<file path="config.mk">
export PLATFORM = sky130hd
export DESIGN_NAME = stopwatch_mmss_flat
export DESIGN_NICKNAME = d
export VERILOG_FILES = /design/src/rtl/stopwatch_mmss_if.sv /design/src/rtl/stopwatch_mmss.sv /design/src/flat_wrapper.sv
export SDC_FILE = /design/constraint.sdc
export NUM_CORES = 1
export LEC_CHECK = 0
export ABC_AREA = 1
export CORE_MARGIN = 5
export CORE_UTILIZATION = 53
export CTS_CLUSTER_SIZE = 8
export DETAILED_ROUTE_END_ITERATION = 12
export GPL_TIMING_DRIVEN = 0
export MAX_ROUTING_LAYER = met4
export PLACE_DENSITY_LB_ADDON = 0.08
export SETUP_SLACK_MARGIN = 0.1
export SYNTH_ARGS = -nofsm -noshare
export SYNTH_HDL_FRONTEND = slang
export SYNTH_SLANG_ARGS = --single-unit
</file>
<file path="constraint.sdc">
create_clock -name i_Clk -period 2.08 [get_ports i_Clk]
set_input_delay 0.416 -clock i_Clk [delete_from_list [all_inputs] [get_ports i_Clk]]
set_output_delay 0.416 -clock i_Clk [all_outputs]
set_load 0.1 [all_outputs]
</file>
<file path="src/rtl/stopwatch_mmss_if.sv">
// Control pulses and display outputs of the mm:ss stopwatch, bundled as one port.
// Latency: none (wiring only).
// Backpressure: none; every input is a single-cycle pulse, outputs are levels or pulses.
interface stopwatch_mmss_if;
    // Control pulses toward the stopwatch
    logic       i_Tick;
    logic       i_Start_Stop;
    logic       i_Clear;
    logic       i_Lap;

    // Display digits and status from the stopwatch
    logic [3:0] o_Sec_Ones;
    logic [3:0] o_Sec_Tens;
    logic [3:0] o_Min_Ones;
    logic [3:0] o_Min_Tens;
    logic       o_Running;
    logic       o_Rollover;
    logic       o_Lap_Active;

    // Controller side: drives the pulses, observes the display
    modport master (
        output i_Tick, i_Start_Stop, i_Clear, i_Lap,
        input  o_Sec_Ones, o_Sec_Tens, o_Min_Ones, o_Min_Tens,
        input  o_Running, o_Rollover, o_Lap_Active
    );

    // Stopwatch side: consumes the pulses, drives the display
    modport slave (
        input  i_Tick, i_Start_Stop, i_Clear, i_Lap,
        output o_Sec_Ones, o_Sec_Tens, o_Min_Ones, o_Min_Tens,
        output o_Running, o_Rollover, o_Lap_Active
    );
endinterface

</file>
<file path="src/rtl/stopwatch_mmss.sv">
// BCD mm:ss stopwatch counting 1 s tick pulses, with idle/run/paused control.
// Latency: digits, o_Running and o_Rollover update on the edge that samples the input pulse.
// Backpressure: none; pulses are consumed every cycle. Lap freeze built only with STOPWATCH_LAP_EN.
module stopwatch_mmss #(
    parameter int WRAP         = 1,   // 1: 59:59 wraps to 00:00 with a rollover pulse; 0: saturate
    parameter int MIN_TENS_MAX = 5    // top value of the minutes-tens digit, 1..9
) (
    input  logic         i_Clk,
    input  logic         i_Rst,
    stopwatch_mmss_if.slave sw
);

    localparam logic [3:0] MT_MAX = 4'(MIN_TENS_MAX);

    typedef enum logic [1:0] {
        ST_IDLE   = 2'd0,
        ST_RUN    = 2'd1,
        ST_PAUSED = 2'd2
    } state_t;

    state_t     state;
    state_t     state_nxt;

    // Live count, always counting regardless of any lap freeze
    logic [3:0] sec_ones;
    logic [3:0] sec_tens;
    logic [3:0] min_ones;
    logic [3:0] min_tens;

    logic [3:0] sec_ones_nxt;
    logic [3:0] sec_tens_nxt;
    logic [3:0] min_ones_nxt;
    logic [3:0] min_tens_nxt;

    logic       count_en;
    logic       at_terminal;
    logic       wrap_now;
    logic       running_q;
    logic       rollover_q;

    // A tick only counts when the state before this edge is RUN; Clear wins over it
    assign count_en    = (state == ST_RUN) && sw.i_Tick && !sw.i_Clear;

    assign at_terminal = (sec_ones == 4'd9) && (sec_tens == 4'd5) &&
                         (min_ones == 4'd9) && (min_tens == MT_MAX);

    assign wrap_now    = count_en && at_terminal && (WRAP != 0);

    // Next-state logic: Clear forces IDLE, Start_Stop toggles between run and pause
    always_comb begin
        state_nxt = state;
        if (sw.i_Clear) begin
            state_nxt = ST_IDLE;
        end else if (sw.i_Start_Stop) begin
            case (state)
                ST_IDLE:   state_nxt = ST_RUN;
                ST_RUN:    state_nxt = ST_PAUSED;
                ST_PAUSED: state_nxt = ST_RUN;
                default:   state_nxt = ST_IDLE;
            endcase
        end
    end

    // State register
    always_ff @(posedge i_Clk) begin
        if (i_Rst) begin
            state <= ST_IDLE;
        end else begin
            state <= state_nxt;
        end
    end

    // BCD carry chain; at the terminal value either wrap to zero or hold
    always_comb begin
        sec_ones_nxt = sec_ones;
        sec_tens_nxt = sec_tens;
        min_ones_nxt = min_ones;
        min_tens_nxt = min_tens;
        if (count_en) begin
            if (at_terminal) begin
                if (WRAP != 0) begin
                    sec_ones_nxt = 4'd0;
                    sec_tens_nxt = 4'd0;
                    min_ones_nxt = 4'd0;
                    min_tens_nxt = 4'd0;
                end
            end else if (sec_ones != 4'd9) begin
                sec_ones_nxt = sec_ones + 4'd1;
            end else begin
                sec_ones_nxt = 4'd0;
                if (sec_tens != 4'd5) begin
                    sec_tens_nxt = sec_tens + 4'd1;
                end else begin
                    sec_tens_nxt = 4'd0;
                    if (min_ones != 4'd9) begin
                        min_ones_nxt = min_ones + 4'd1;
                    end else begin
                        // Not terminal here, so min_tens is below MT_MAX
                        min_ones_nxt = 4'd0;
                        min_tens_nxt = min_tens + 4'd1;
                    end
                end
            end
        end
    end

    // Digit registers; Reset and Clear zero the count immediately
    always_ff @(posedge i_Clk) begin
        if (i_Rst || sw.i_Clear) begin
            sec_ones <= 4'd0;
            sec_tens <= 4'd0;
            min_ones <= 4'd0;
            min_tens <= 4'd0;
        end else begin
            sec_ones <= sec_ones_nxt;
            sec_tens <= sec_tens_nxt;
            min_ones <= min_ones_nxt;
            min_tens <= min_tens_nxt;
        end
    end

    // Registered status: running tracks the new state, rollover pulses on the wrapping tick
    always_ff @(posedge i_Clk) begin
        if (i_Rst || sw.i_Clear) begin
            running_q  <= 1'b0;
            rollover_q <= 1'b0;
        end else begin
            running_q  <= (state_nxt == ST_RUN);
            rollover_q <= wrap_now;
        end
    end

    assign sw.o_Running  = running_q;
    assign sw.o_Rollover = rollover_q;

`ifdef STOPWATCH_LAP_EN
    logic [3:0] lap_sec_ones;
    logic [3:0] lap_sec_tens;
    logic [3:0] lap_min_ones;
    logic [3:0] lap_min_tens;
    logic       lap_active;

    // Lap toggle outside IDLE: first press snapshots the pre-tick count, second press releases
    always_ff @(posedge i_Clk) begin
        if (i_Rst || sw.i_Clear) begin
            lap_active   <= 1'b0;
            lap_sec_ones <= 4'd0;
            lap_sec_tens <= 4'd0;
            lap_min_ones <= 4'd0;
            lap_min_tens <= 4'd0;
        end else if (sw.i_Lap && (state != ST_IDLE)) begin
            if (!lap_active) begin
                lap_active   <= 1'b1;
                lap_sec_ones <= sec_ones;
                lap_sec_tens <= sec_tens;
                lap_min_ones <= min_ones;
                lap_min_tens <= min_tens;
            end else begin
                lap_active   <= 1'b0;
            end
        end
    end

    assign sw.o_Sec_Ones   = lap_active ? lap_sec_ones : sec_ones;
    assign sw.o_Sec_Tens   = lap_active ? lap_sec_tens : sec_tens;
    assign sw.o_Min_Ones   = lap_active ? lap_min_ones : min_ones;
    assign sw.o_Min_Tens   = lap_active ? lap_min_tens : min_tens;
    assign sw.o_Lap_Active = lap_active;
`else
    assign sw.o_Sec_Ones   = sec_ones;
    assign sw.o_Sec_Tens   = sec_tens;
    assign sw.o_Min_Ones   = min_ones;
    assign sw.o_Min_Tens   = min_tens;
    // No lap feature: output held low; the input is only sampled so the port stays connected
    assign sw.o_Lap_Active = 1'b0 & sw.i_Lap;
`endif

endmodule

</file>
<file path="src/flat_wrapper.sv">
// flat-port wrapper written by rule: the top's interface ports become plain ports
module stopwatch_mmss_flat 
#(
    parameter int WRAP         = 1,                                                                
    parameter int MIN_TENS_MAX = 5                                                
)
  (i_Clk, i_Rst, sw_i_Tick, sw_i_Start_Stop, sw_i_Clear, sw_i_Lap, sw_o_Sec_Ones, sw_o_Sec_Tens, sw_o_Min_Ones, sw_o_Min_Tens, sw_o_Running, sw_o_Rollover, sw_o_Lap_Active);
  stopwatch_mmss_if sw_i ();
  input  logic i_Clk;
  input  logic i_Rst;
  input wire logic [$bits(sw_i.i_Tick)-1:0] sw_i_Tick;
  input wire logic [$bits(sw_i.i_Start_Stop)-1:0] sw_i_Start_Stop;
  input wire logic [$bits(sw_i.i_Clear)-1:0] sw_i_Clear;
  input wire logic [$bits(sw_i.i_Lap)-1:0] sw_i_Lap;
  output wire logic [$bits(sw_i.o_Sec_Ones)-1:0] sw_o_Sec_Ones;
  output wire logic [$bits(sw_i.o_Sec_Tens)-1:0] sw_o_Sec_Tens;
  output wire logic [$bits(sw_i.o_Min_Ones)-1:0] sw_o_Min_Ones;
  output wire logic [$bits(sw_i.o_Min_Tens)-1:0] sw_o_Min_Tens;
  output wire logic [$bits(sw_i.o_Running)-1:0] sw_o_Running;
  output wire logic [$bits(sw_i.o_Rollover)-1:0] sw_o_Rollover;
  output wire logic [$bits(sw_i.o_Lap_Active)-1:0] sw_o_Lap_Active;
  assign sw_i.i_Tick = sw_i_Tick;
  assign sw_i.i_Start_Stop = sw_i_Start_Stop;
  assign sw_i.i_Clear = sw_i_Clear;
  assign sw_i.i_Lap = sw_i_Lap;
  assign sw_o_Sec_Ones = sw_i.o_Sec_Ones;
  assign sw_o_Sec_Tens = sw_i.o_Sec_Tens;
  assign sw_o_Min_Ones = sw_i.o_Min_Ones;
  assign sw_o_Min_Tens = sw_i.o_Min_Tens;
  assign sw_o_Running = sw_i.o_Running;
  assign sw_o_Rollover = sw_i.o_Rollover;
  assign sw_o_Lap_Active = sw_i.o_Lap_Active;
  stopwatch_mmss #(.WRAP(WRAP), .MIN_TENS_MAX(MIN_TENS_MAX)) u_core (.i_Clk(i_Clk), .i_Rst(i_Rst), .sw(sw_i));
endmodule
</file>
==> summary.md, run 1 <==
| Metric | Value |
|---|---|
| Status | finished, final reports clean |
| Cell with the most instances after synthesis | nand2_1 |
| Post-synth top area share | about a third |
| 1st-iter DRT viols | 20 |
| Crit. Startpoint | u_core.sw.o_Min_Ones[0] |
| Worst Path Buf+Inv | 1 |
| Hold Path Depth | 2 |
| FF/Latch Area | just over 400 um2 |
| Slew headroom | roughly 36% |
| Final WL | approximately 2400 um |
| Slowest cell on the critical path | dlygate4sd2_1 |
| Synth Net Count | between 150 and 200 |
| Vias/cell | between 5 and 6 |
| Drt wl/cell | around 12 um |
| Final worst slack | ~130 ps |
| Crit. path cell count | 1 |
| Mux cell area share after synthesis | 0% |
| Root Buffer | clkbuf_4 |
| CP Cell Sequence | dlygate4sd2_1 |
| Avg Cell Area, Syn | ~7.4 um2 |
| Top FF cell, synth | dfxtp_1 |
| Worst Path Class, Setup | reg2out |
| Final period utilization | a little over nine tenths |
| Fmax | about 500 MHz |
| Clock skew | 1.95 ps |
| Synth Area in Simple Gates | 39.3% |
| Vias in the first global route | roughly 1000 |
| Inserted Diodes | 0 |
| Period minus WS final | a little under 2000 ps |
| EDFF count, synth | 0 |
| Cell Area, Synth | around 1100 um2 |
| Share of cells above drive strength 1 | between 20% and 30% |
| Class of the worst hold path | reg2reg |
| DP Wirelength | 1900 um |
| Cells after Synth | approximately 160 |
| Grt ovf | 0 |
| Num CTS Buffers | 3 |
| Worst-margin pin slew | around 960 ps |
| Port Buffer Count | 22 |
| Leading area contributor after synthesis | dfxtp_1 |
| Worst EP arrival | approximately 1500 ps |
| Pre-CTS setup slack | between 20 and 25 ps |
| GRT Total Usage | about 17% |
| Synth Area in Compound Gates | 6.02% |
| Die footprint | approximately 3200 um2 |
| Setup-failing EPs final | 0 |
| Die Ht | ~56 um |
| Area delta synth->final | 23.3% |
| DRC violations left | 0 |
| Routability cong. | roughly 0.7 |
| CP endpoint kind | output pin |
| Die span in x | 56.5 um |
| Initial antenna violation count | 0 |
| Later-pin clock latency in the skew report | between 200 and 300 ps |
| Peak VDD IR | about 0.29 mV |
| Async S/R FF share, synth | 0% |
| RSZ-0062 raised after global routing | no |
| Reg-to-reg startpoint | u_core.sw.o_Sec_Tens[1] |
| Worst-path clk slew | roughly 100 ps |
| #FFs+latches synth | 20 |
| Critical Path Max Stage Delay | 860 ps |
| Worst Path Required | between 1500 and 2000 ps |
| Area of the multi-input gates | about 660 um2 |
| Max-capacitance violation count | 0 |
| Synthesized-area fraction occupied by adder cells | approximately 8.8% |
| H-tree depth | 1 |
| Worst setup SP type | register |
| Endpoints failing hold | 0 |
| Worst Reg-to-Reg Cells | 7 |
| Post-Route Setup TNS | 0 ps |
| Worst Hold Endpoint | u_core.sw.o_Min_Ones[0] |
| Cells taking the most area after synthesis | dfxtp_1 (35%), nand2_1 (12%), ha_1 (8.8%), inv_1 (6.2%), nor2_1 (5.6%) |
| Routed Antenna Nets | 0 |
| Core area | 2000 um2 |
| Netlist cell types | 26 |
| Register area share after synthesis | roughly a third |
| Cts-stage hold buffer count | 0 |
| Nets@finish | ~200 |
| First-pass GRT wire length | between 4000 and 5000 um |
| Commonest cells post-synth | nand2_1 (36), dfxtp_1 (20), inv_1 (19), nor2_1 (17), nand3_1 (11) |
| Filler Cell Count | around 170 |
| Yosys warns | 0 |
| Pre-Repair DR Iteration Count | 5 |
| Via count | approximately 1100 |
| IO Count | 25 |
| Lkg Pwr | a little over 0.6 nW |
| TritonCTS clock tree | yes |
| Max-slew violation count | 0 |
| Hold Crit Start | u_core.sw.o_Min_Ones[0] |
| Reg-to-reg endpoint | u_core.sw.o_Min_Tens[3] |
| Top delay family on crit path | buffers and inverters |
| Reg2reg setup slack | 590 ps |
| Starting Density | a little under three fifths |
| Largest net degree at the start of global routing | 11 |
| XOR/XNOR Fraction of Synth Area | a little over 3% |
| Clk buf depth | 2 |
| # rows | 16 |
| Pwr per Cell Area | between 400 and 500 nW/um2 |
| Crit Path Max Fanout | 5 |
| Largest family of logic cells by synthesized area | simple AND/OR/NAND/NOR gates |
| CTS Sinks | 20 |
## cells by family (layout without fill, tap and decap cells)
logic type,Yosys count,in the layout
xor+xnor,4,4
compound gates,12,12
other cells,1,1
flops,20,20
buf+inv,22,47
simple gates,88,88
fa+ha+maj,8,8
## worst max path at each step
stage / end / slack [ps]
floorplan: u_core.sw.o_Min_Tens[2] / 140
global placement: sw_o_Sec_Tens[2] / 40
detailed placement: sw_o_Sec_Tens[2] / 20
CTS: sw_o_Min_Tens[2] / 100
global route: sw_o_Min_Ones[3] / 100
finish: sw_o_Min_Ones[0] / 130
## power by group
group	total [mW]	internal [mW]	switching [mW]
Clock	0.178	0.0673	0.110
Combinational	0.0492	0.0145	0.0346
Sequential	0.386	0.385	0.00130
Total	0.613	0.467	0.146
## layout make-up
cell class              instances  area share [%]
plain buffers                   1           0.532
clock buffers                   3            1.60
inverters                      21            5.59
multi-input cells             113            46.6
flip-flops and latches         20            28.8
well taps                      27            2.40
repair buffers                 22            14.5
## cell usage in the layout, fill, tap and decap left out, types with 5 or more instances in the layout
cell	Yosys	final
a21oi_1	6	6
nand3_1	11	11
nand2_1	36	36
clkdlybuf4s15_2	0	7
dfxtp_2	0	5
nand4_1	6	6
nand2_2	5	5
dfxtp_1	20	15
nor2_1	17	17
ha_1	8	8
inv_1	19	19
## flip-flops by register name, indices dropped and copies added, names as in the netlist
name	flops
u_core.state	2
u_core.sw.o_Sec_Ones	4
u_core.sw.o_Min_Tens	4
u_core.sw.o_Sec_Tens	4
u_core.sw.o_Running	1
u_core.sw.o_Min_Ones	4
u_core.sw.o_Rollover	1
## per-layer routing
metal / part of all wire (%) / GRT usage, % / vias up
met5: 0 / - / -
met4: 1.1 / 5.08 / 0
met3: 4.2 / 2.29 / 4
met2: 50 / 29.2 / 22
met1: 45 / 19.7 / 492
li1: - / - / 549
## metrics by stage
step                std cells  power (mW)  cell area [um2]  hold WS (ps)  utilization [%]
floorplan                 155       0.429             1150           495                -
global placement          204       0.444             1400           484             70.1
detailed placement        204       0.445             1400           494             70.1
CTS                       207       0.619             1430           508             71.3
global route              207       0.637             1410           532             70.4
finish                    207       0.613             1410           500             70.4
## timing repair
action                                  in CTS  in global routing
pin swaps                                    0                  0
buffers inserted                             0                  0
gates resized for setup                     36                  7
endpoints found under the setup margin      18                  7
gates cloned                                 0                  0
Power figures use the tool's default switching activity.
==> inputs of run 2 (changes only) <==
CORE_UTILIZATION = 49   (was 53)
clock period = 2.15 ns   (was 2.08 ns; I/O delays follow)
==> run 2 against run 1 <==
Against the previous run: routed wire length decreased by 0.17%; worst setup slack improved by 1.7 ps; sequential power is 3% lower.
==> summary.md, run 2 (synthesis results as in run 1) <==
| Metric | Value |
|---|---|
| Lkg Pwr | 0.619 nW |
| Filler Cell Count | ~220 |
| Die span in x | between 50 and 60 um |
| Worst Path Class, Setup | reg2out |
| Area delta synth->final | 23.5% |
| Max-capacitance violation count | 0 |
| Slowest cell on the critical path | clkdlybuf4s15_1 |
| Pwr per Cell Area | 455 nW/um2 |
| H-tree depth | 1 |
| Cts-stage hold buffer count | 0 |
| Starting Density | around half |
| CP endpoint kind | output pin |
| Critical Path Max Stage Delay | ~850 ps |
| RSZ-0062 raised after global routing | yes |
| Vias in the first global route | 994 |
| DRC violations left | 0 |
| Switching part of the total | a little under a quarter |
| Share of cells above drive strength 1 | between 10% and 20% |
| Die Ht | between 50 and 60 um |
| Nets@finish | ~200 |
| Worst Reg-to-Reg Cells | 7 |
| Sequential share of power | 58.2% |
| Pre-Repair DR Iteration Count | 4 |
| Core area | roughly 2200 um2 |
| Slew headroom | a little over a third |
| Final WL | 2410 um |
| Fmax | between 400 and 500 MHz |
| Root Buffer | clkbuf_4 |
| Drt wl/cell | 11.5 um |
| Max-slew violation count | 0 |
| Clk buf depth | 2 |
| # rows | 17 |
| Worst-margin pin slew | around 960 ps |
| First-pass GRT wire length | around 4000 um |
| Clk pwr share | between 30% and 40% |
| Combinational share of power | approximately 7.4% |
| Crit Path Max Fanout | 5 |
| Period minus WS final | a little over 2000 ps |
| CTS Sinks | 20 |
| Final period utilization | about 94% |
| 1st-iter DRT viols | 30 |
| Endpoints failing hold | 0 |
| Most common cell after layout, fill and taps aside | nand2_1 |
| TritonCTS clock tree | yes |
| Peak VDD IR | 0.310 mV |
| Worst Path Buf+Inv | 1 |
| Highest-count cells in the layout ignoring fill and taps | nand2_1 (36), inv_1 (19), dfxtp_1 (18), nor2_1 (17), nand3_1 (11) |
| Port Buffer Count | 22 |
| Worst setup SP type | register |
| IO Count | 25 |
| Routability cong. | ~0.80 |
| Largest net degree at the start of global routing | 12 |
| Hold Path Depth | 2 |
| Later-pin clock latency in the skew report | ~300 ps |
| Switching power | approximately 150 uW |
| Worst Path Required | around 1700 ps |
| Crit. path cell count | 1 |
| Worst-path clk slew | 120 ps |
| GRT Total Usage | between 15 and 20% |
| Vias/cell | ~5.0 |
| Clock skew | 5.14 ps |
| Num CTS Buffers | 3 |
| Class of the worst hold path | reg2reg |
| Via count | ~1000 |
| Top delay family on crit path | buffers and inverters |
| Int Power | 490 uW |
| FF/Latch Area | ~400 um2 |
| CP Cell Sequence | clkdlybuf4s15_1 |
| Initial antenna violation count | 0 |
| Worst EP arrival | 1590 ps |
| Status | finished, final reports clean |
| Worst hold slack | 524 ps |
| Grt ovf | 0 |
| Area of the multi-input gates | between 600 and 700 um2 |
| DP Wirelength | roughly 1800 um |
| Post-Route Setup TNS | 0 ps |
| Die footprint | approximately 3400 um2 |
| Setup-failing EPs final | 0 |
| Inserted Diodes | 0 |
| Routed Antenna Nets | 0 |
| Post-CTS setup-driven buffer insertion count | 0 |
[run 2: final timing paths]
kind | slack [ps] | startpoint | end
max | 130 | u_core.sw.o_Min_Tens[1] | sw_o_Min_Tens[1]
min | 520 | u_core.sw.o_Min_Ones[1] | u_core.sw.o_Min_Ones[1]
max reg2reg | 660 | u_core.sw.o_Sec_Tens[1] | u_core.sw.o_Min_Tens[2]
min reg2reg | 520 | u_core.sw.o_Min_Ones[1] | u_core.sw.o_Min_Ones[1]
[run 2: per-stage QoR]
stage          area, um2  utilization (%)  std cells  setup slack (ps)  total power [mW]
3_5_place_dp        1400             63.3        205              62.8             0.431
5_1_grt             1410             63.9        209              74.5             0.670
6_report            1410             63.9        209               134             0.642
4_1_cts             1430             64.4        209               106             0.649
2_1_floorplan       1150                -        155               112             0.415
3_3_place_gp        1400             63.3        205              71.8             0.430
[run 2: timing repair]
action,CTS,global route
hold endpoints to repair,0,0
setup endpoints to repair,18,12
resized for setup,26,15
[run 2: final cells by class]
class,instances,area share [%]
well taps,28,2.48
inverters,21,5.58
flip-flops and latches,20,28.5
plain buffers,1,0.531
clock buffers,4,2.57
repair buffers,22,13.8
multi-input cells,113,46.5
[run 2: per-layer routing]
metal	wire length (um)	part of all wire, %	GRT usage, %	vias up
li1	-	-	-	546
met1	1070	44	16.8	469
met2	1220	51	27.8	22
met3	102	4.2	2.63	2
met4	18	0.75	3.97	0
met5	0	0	-	-
[run 2: power by group through the flow]
| stage | combinational, mW | sequential, mW | clock (mW) |
|---|---|---|---|
| 6_report | 0.0474 | 0.374 | 0.221 |
| 4_1_cts | 0.0476 | 0.374 | 0.227 |
| 2_1_floorplan | 0.0253 | 0.390 | 0 |
| 3_3_place_gp | 0.0477 | 0.382 | 0 |
| 5_1_grt | 0.0512 | 0.374 | 0.244 |
| 3_5_place_dp | 0.0483 | 0.382 | 0 |
[run 2: tightest hold or removal path: stages, from the launching register on]
cell and delay [ps]:
dfxtp_1 360, nand2_1 80, a21oi_1 50
